[config.mk]
export PLATFORM = sky130hd
export DESIGN_NAME = voice_scheduler
export DESIGN_NICKNAME = d
export VERILOG_FILES = /design/src/rtl/piano_pkg.sv /design/src/rtl/voice_envelope.sv /design/src/rtl/voice_scheduler.sv
export SDC_FILE = /design/constraint.sdc
export NUM_CORES = 1
export LEC_CHECK = 0
export CORE_MARGIN = 1.5
export CORE_UTILIZATION = 60
export CTS_BUF_LIST = sky130_fd_sc_hd__clkbuf_4 sky130_fd_sc_hd__clkbuf_8
export CTS_CLUSTER_DIAMETER = 120
export DETAILED_ROUTE_END_ITERATION = 12
export MAX_ROUTING_LAYER = met4
export PLACE_DENSITY = 0.79
export SYNTH_ARGS = -nofsm -noshare
export SYNTH_HDL_FRONTEND = slang
export SYNTH_SLANG_ARGS = --single-unit
[constraint.sdc]
create_clock -name clk -period 10.1 [get_ports clk]
set_clock_uncertainty 0.1 [all_clocks]
set_input_delay 2.525 -clock clk [delete_from_list [all_inputs] [get_ports clk]]
set_output_delay 2.525 -clock clk [all_outputs]
set_load 0.03 [all_outputs]
[src/rtl/piano_pkg.sv]
// Shared types and constants for the voice scheduler slice.
// Envelope state encoding and voice-count limits.
package piano_pkg;

  typedef enum logic [1:0] {
    IDLE,
    ATTACK,
    SUSTAIN,
    DECAY
  } env_state_t;

  localparam int NUM_VOICES = 3;
  localparam logic [7:0] GAIN_MAX = 8'd255;

endpackage

[src/rtl/voice_envelope.sv]
// Per-slot attack/sustain/decay envelope.
// Events take priority over the tick in the same cycle.
module voice_envelope
  import piano_pkg::*;
#(
  parameter int ATTACK_STEP   = 8,
  parameter int SUSTAIN_TICKS = 100,
  parameter int DECAY_STEP    = 2
) (
  input  logic       clk,
  input  logic       reset_n,
  input  logic       tick,
  input  logic       start,
  input  logic       retrig,
  input  logic       rel,
  output env_state_t state,
  output logic [7:0] gain
);

  env_state_t  st_q, st_d;
  logic [7:0]  g_q, g_d;
  logic [15:0] h_q, h_d;
  logic [8:0]  up, dn;
  logic        live;

  assign up   = {1'b0, g_q} + 9'(ATTACK_STEP);
  assign dn   = {1'b0, g_q} - 9'(DECAY_STEP);
  assign live = (st_q == ATTACK) || (st_q == SUSTAIN);

  // State, gain and hold counter registers
  always_ff @(posedge clk or negedge reset_n) begin
    if (!reset_n) begin
      st_q <= IDLE;
      g_q  <= '0;
      h_q  <= '0;
    end else begin
      st_q <= st_d;
      g_q  <= g_d;
      h_q  <= h_d;
    end
  end

  // Next state: events first, otherwise advance on tick
  always_comb begin
    st_d = st_q;
    g_d  = g_q;
    h_d  = h_q;
    if (start) begin
      st_d = ATTACK;
      g_d  = '0;
    end else if (retrig) begin
      st_d = ATTACK;
    end else if (rel && live) begin
      st_d = DECAY;
    end else if (tick) begin
      case (st_q)
        ATTACK: begin
          if (up[8] || up[7:0] == GAIN_MAX) begin
            g_d  = GAIN_MAX;
            st_d = SUSTAIN;
            h_d  = '0;
          end else begin
            g_d = up[7:0];
          end
        end
        SUSTAIN: begin
          g_d = GAIN_MAX;
          h_d = h_q + 16'd1;
          if (h_d >= 16'(SUSTAIN_TICKS))
            st_d = DECAY;
        end
        DECAY: begin
          if (dn[8] || dn[7:0] == 8'd0) begin
            g_d  = '0;
            st_d = IDLE;
          end else begin
            g_d = dn[7:0];
          end
        end
        default: ;
      endcase
    end
  end

  // Outputs straight from the registers
  always_comb begin
    state = st_q;
    gain  = g_q;
  end

endmodule

[src/rtl/voice_scheduler.sv]
// Three-voice key scheduler: handshake, allocation,
// age ranking and a shared envelope tick prescaler.
module voice_scheduler
  import piano_pkg::*;
#(
  parameter int TICK_DIV      = 20000,
  parameter int ATTACK_STEP   = 8,
  parameter int SUSTAIN_TICKS = 100,
  parameter int DECAY_STEP    = 2
) (
  input  logic        clk,
  input  logic        reset_n,
  input  logic        evt_valid,
  output logic        evt_ready,
  input  logic        evt_press,
  input  logic [7:0]  evt_key,
  output logic [23:0] voice_note,
  output logic [23:0] voice_gain,
  output logic [2:0]  voice_active,
  output logic [1:0]  notescount
);

  localparam logic [23:0] TOP = 24'(TICK_DIV - 1);

  logic [23:0] cnt;
  logic        tick;
  logic        busy;
  logic        acc;
  logic        do_press;
  logic        do_rel;

  logic [7:0]  note [NUM_VOICES];
  logic [1:0]  rank [NUM_VOICES];
  env_state_t  st   [NUM_VOICES];
  logic [7:0]  gain [NUM_VOICES];

  logic [2:0]  act, hit;
  logic [2:0]  start, retrig, rel;
  logic [1:0]  sel, hit_sel, idle_sel, old_sel;
  logic        has_idle;

  assign tick      = (cnt == TOP);
  assign evt_ready = ~busy;
  assign acc       = evt_valid & ~busy;
  assign do_press  = acc & evt_press & (evt_key != 8'd0);
  assign do_rel    = acc & ~evt_press & (evt_key != 8'd0);

  // Free-running envelope prescaler
  always_ff @(posedge clk or negedge reset_n) begin
    if (!reset_n)
      cnt <= '0;
    else
      cnt <= tick ? '0 : cnt + 24'd1;
  end

  // Ready drops for one cycle after each accepted event
  always_ff @(posedge clk or negedge reset_n) begin
    if (!reset_n)
      busy <= 1'b0;
    else
      busy <= acc;
  end

  // Slot occupancy and key match
  always_comb begin
    act = '0;
    hit = '0;
    for (int i = 0; i < NUM_VOICES; i++) begin
      act[i] = (st[i] != IDLE);
      hit[i] = act[i] && (note[i] == evt_key);
    end
  end

  // Pick retrigger slot, else lowest idle, else oldest
  always_comb begin
    hit_sel  = '0;
    idle_sel = '0;
    old_sel  = '0;
    has_idle = 1'b0;
    for (int i = NUM_VOICES - 1; i >= 0; i--) begin
      if (hit[i])
        hit_sel = 2'(i);
      if (!act[i]) begin
        idle_sel = 2'(i);
        has_idle = 1'b1;
      end
      if (rank[i] == 2'd2)
        old_sel = 2'(i);
    end
    sel = old_sel;
    if (|hit)
      sel = hit_sel;
    else if (has_idle)
      sel = idle_sel;
  end

  // One-hot envelope controls for this cycle
  always_comb begin
    start  = '0;
    retrig = '0;
    rel    = '0;
    if (do_press) begin
      if (|hit)
        retrig[sel] = 1'b1;
      else
        start[sel] = 1'b1;
    end
    if (do_rel) begin
      for (int i = 0; i < NUM_VOICES; i++)
        rel[i] = hit[i] &&
                 (st[i] == ATTACK || st[i] == SUSTAIN);
    end
  end

  // Note latch and age ranks on every press
  always_ff @(posedge clk or negedge reset_n) begin
    if (!reset_n) begin
      for (int i = 0; i < NUM_VOICES; i++) begin
        note[i] <= '0;
        rank[i] <= 2'(i);
      end
    end else if (do_press) begin
      for (int i = 0; i < NUM_VOICES; i++) begin
        if (2'(i) == sel) begin
          rank[i] <= 2'd0;
          if (!(|hit))
            note[i] <= evt_key;
        end else if (rank[i] < rank[sel]) begin
          rank[i] <= rank[i] + 2'd1;
        end
      end
    end
  end

  for (genvar g = 0; g < NUM_VOICES; g++) begin : g_env
    voice_envelope #(
      .ATTACK_STEP   (ATTACK_STEP),
      .SUSTAIN_TICKS (SUSTAIN_TICKS),
      .DECAY_STEP    (DECAY_STEP)
    ) u_env (
      .clk     (clk),
      .reset_n (reset_n),
      .tick    (tick),
      .start   (start[g]),
      .retrig  (retrig[g]),
      .rel     (rel[g]),
      .state   (st[g]),
      .gain    (gain[g])
    );
  end

  // Idle slots report note 0 regardless of the stale latch
  always_comb begin
    voice_note = '0;
    voice_gain = '0;
    for (int i = 0; i < NUM_VOICES; i++) begin
      voice_note[8*i +: 8] = act[i] ? note[i] : 8'd0;
      voice_gain[8*i +: 8] = gain[i];
    end
    voice_active = act;
    notescount = 2'(act[0]) + 2'(act[1]) + 2'(act[2]);
  end

endmodule

==> metrics.csv <==
stage,metric,value,unit
outcome,status,"complete, no violations",
synthesis,number of synthesized flops with an enable pin,0,
die,standard-cell rows,46,
sta,Least-Margin Pin Slew,1170,ps
routing,wire per inst,16.1,µm
clocking,clock latency on the worst-skew pair,480,ps
grt,Total GRT Usage,0.282,
routing,final wirelength,22100,µm
synthesis,simple-gate share of the synthesized area,0.267,
clocking,number of buffers created by CTS,17,
synthesis,yosys synthesis warning count,0,
grt,largest net degree at the start of global routing,88,
layout,register area,3330,µm²
power_and_ir_drop,Max VDD drop,0.191,mV
layout,area of the multi-input gates,5820,µm²
power_and_ir_drop,PD cells,207,nW/µm²
sta,final setup fails,0,
die,core area,15800,µm²
critical_path,Worst Path Buf+Inv,1,
synthesis,"Avg Cell Area, Syn",8.57,µm²
critical_path,CP cell instances,clkdlybuf4s50_1 -> xor2_1 -> nor4_4 -> and3_1 -> o21ai_0 -> mux2i_1 -> nand2_1 -> o21ai_0 -> ha_1 -> or4_1 -> o32a_1 -> o41ai_2 -> mux2_4,
synthesis,mux cell area share after synthesis,0.0467,
hold_path,Worst Hold Class,reg2reg,
synthesis,mapped cell area,9660,µm²
clocking,CTS sink cnt,133,
critical_path,cell mode on critical path,o21ai_0,
place,HPWL after DPL,15200,µm
layout,fillers,1289,
synthesis,Yosys cell types,87,
clocking,root buffer cell,clkbuf_8,
grt,initial antenna violation count,0,
die,total die area,16900,µm²
die,Top Ports,66,
routing,DR vias/cell,6.13,
critical_path,Critical R2R Launch,g_env[2].u_env.state[1]$_DFFE_PN0P_,
critical_path,slowest cell on the critical path,clkdlybuf4s50_1,
sta,Final min period,6010,ps
flow_run,Max-Cap Viols,0,
critical_path,CP top delay family,simple AND/OR/NAND/NOR gates,
synthesis,area share of fa/ha/maj cells after synthesis,0.0435,
routing,DRC violations left,0,
die,Die H,130,µm
routing,antenna-violating nets left,0,
synthesis,asr flop ratio synth,1.00,
clocking,post-CTS setup buffer count,0,
routing,DR vias,8434,
synthesis,Yosys reg bits,133,
clocking,clk buf depth,2,
sta,relative slew slack,0.220,
routing,TritonRoute pass-1 iters,5,
clocking,clock slew at reported path FFs,80,ps
critical_path,Critical Path Max Stage Delay,600,ps
layout,Final Util,0.683,
place,Final GP Congestion,0.889,
die,Starting Density,0.611,
synthesis,Post-Syn Nets,1173,
layout,# nets final,1191,
synthesis,largest family of logic cells by synthesized area,simple AND/OR/NAND/NOR gates,
synthesis,Post-synth top flop,dfrtp_1,
grt,Overflow after GRT,0,
clocking,post_cts resized,0,
sta,fmax,0.166,GHz
die,DIE WIDTH,130,µm
routing,Initial DRC Count,534,
clocking,Max H-tree Level,4,
critical_path,WP data required,10360,ps
synthesis,Compound-Gate Fraction of Synth Area,0.188,
clocking,CTS tree,built,
sta,Fin Setup TNS,0,ps
power_and_ir_drop,P_leak,4.40,nW
critical_path,Worst setup EP type,register,
synthesis,post-synthesis cell count,1128,
sta,RSZ-0062 raised after global routing,false,
layout,layout cells sized above 1,0.0820,
critical_path,worst-path maximum fanout,11,
grt,global-route wire length before repair,36900,µm
grt,vias in the first global route,7546,
hold_path,critical hold path startpoint,cnt[0]$_DFF_PN0_,
sta,Final Hold Vio Count,0,
synthesis,post-synthesis xor/xnor area fraction,0.0562,
place,IO Port Bufs,65,
clocking,cts hold-fix bufs,0,
layout,Ant. Diodes,0,
sta,period utilisation layout,0.595,
synthesis,register area share after synthesis,0.345,
sta,max-slew violations,0,
critical_path,Worst Path Arrival,6270,ps
critical_path,critical path launch point,evt_key[0],
critical_path,Critical Path Source Type,input pin,
layout,Area Overhead vs Synth,11.8,%
critical_path,worst setup path class,in2reg,
## final timing paths
path	slack (ps)	end	depth (start not counted)
max in group asynchronous	6780	g_env[1].u_env.gain[1]$_DFFE_PN0P_	2
max	4090	rank[5]$_DFFE_PN0P_	13
min reg2reg	380	cnt[0]$_DFF_PN0_	1
min in group asynchronous	2020	g_env[2].u_env.h_q[4]$_DFFE_PN0P_	1
min	380	cnt[0]$_DFF_PN0_	1
max reg2reg	5710	rank[5]$_DFFE_PN0P_	14
## layout by cell type, fill, tap and decap left out, types with 16 or more instances in the layout
master	count
clkbuf_8	17
or3_1	16
mux2i_1	20
clkdlybuf4s50_1	64
xnor2_1	28
o21ai_0	71
nor3_1	23
a21oi_1	34
and3_1	17
nand2_1	126
inv_1	50
ha_1	32
nand2b_1	21
nand3_1	66
mux2_2	20
a22o_1	27
nand4_1	36
nor2_1	66
nor2b_1	28
dfrtp_1	131
xor2_1	34
## power breakdown
group,leakage [nW],switching [mW],internal [mW]
registers,1.69,0.116,0.614
clock network,0.243,0.230,0.345
logic,2.46,0.538,0.394
## cells in the mapped netlist (12+ instances only)
library cell,n,area (µm²)
o211ai_1,13,97.6
a211oi_1,12,90.1
a21oi_1,34,170
a22o_1,27,236
or3_1,16,100
buf_2,29,145
clkbuf_1,32,120
nand2b_1,21,131
dfrtp_1,131,3280
o21ai_0,71,355
nand4_1,36,225
inv_1,50,188
nor2_1,66,248
mux2_2,20,225
nand2_1,126,473
nand3_1,66,330
xor2_1,34,298
ha_1,32,400
xnor2_1,28,245
mux2i_1,20,200
nor3_1,23,115
nor2b_1,28,175
and3_1,17,106
## layout make-up
cell class,count,share of cell area
clock buffer,17,0.0217
inverter,50,0.0174
tap,216,0.0250
sequential,133,0.308
multi-input combinational,874,0.538
clock inverter,15,0.0256
timing repair buffer,70,0.0638
## cell families after synthesis
kind of cell,count (synthesis)
AO/OA/AOI/OAI,258
XOR/XNOR,62
adder cells (fa/ha/maj),33
buffers and inverters,121
flip-flops,133
multiplexers,42
AND/OR/NAND/NOR,479
## state kept, by name (all words and copies together), names as in the netlist
register	flops
g_env.u_env.h_q	48
rank	6
g_env.u_env.gain	24
cnt	24
g_env.u_env.state	6
note	24
busy	1
## metrics by stage
stage / worst slack [ps] / hold slack, ps / instances / area [µm²] / total power, mW
after floorplan: 4550 / 342 / 1128 / 9660 / 1.39
final: 4090 / 380 / 1375 / 10800 / 2.24
after detailed placement: 3650 / 372 / 1343 / 10300 / 1.66
after global placement: 3820 / 359 / 1343 / 10300 / 1.65
after CTS: 4140 / 383 / 1375 / 10800 / 2.24
after global routing: 3830 / 407 / 1375 / 10800 / 2.37
## per-layer routing
metal,GRT usage,share of wire
met3,0.0529,0.046
met4,0.0850,0.015
met2,0.443,0.47
met5,-,0
met1,0.374,0.47
Power figures use the tool's default switching activity.
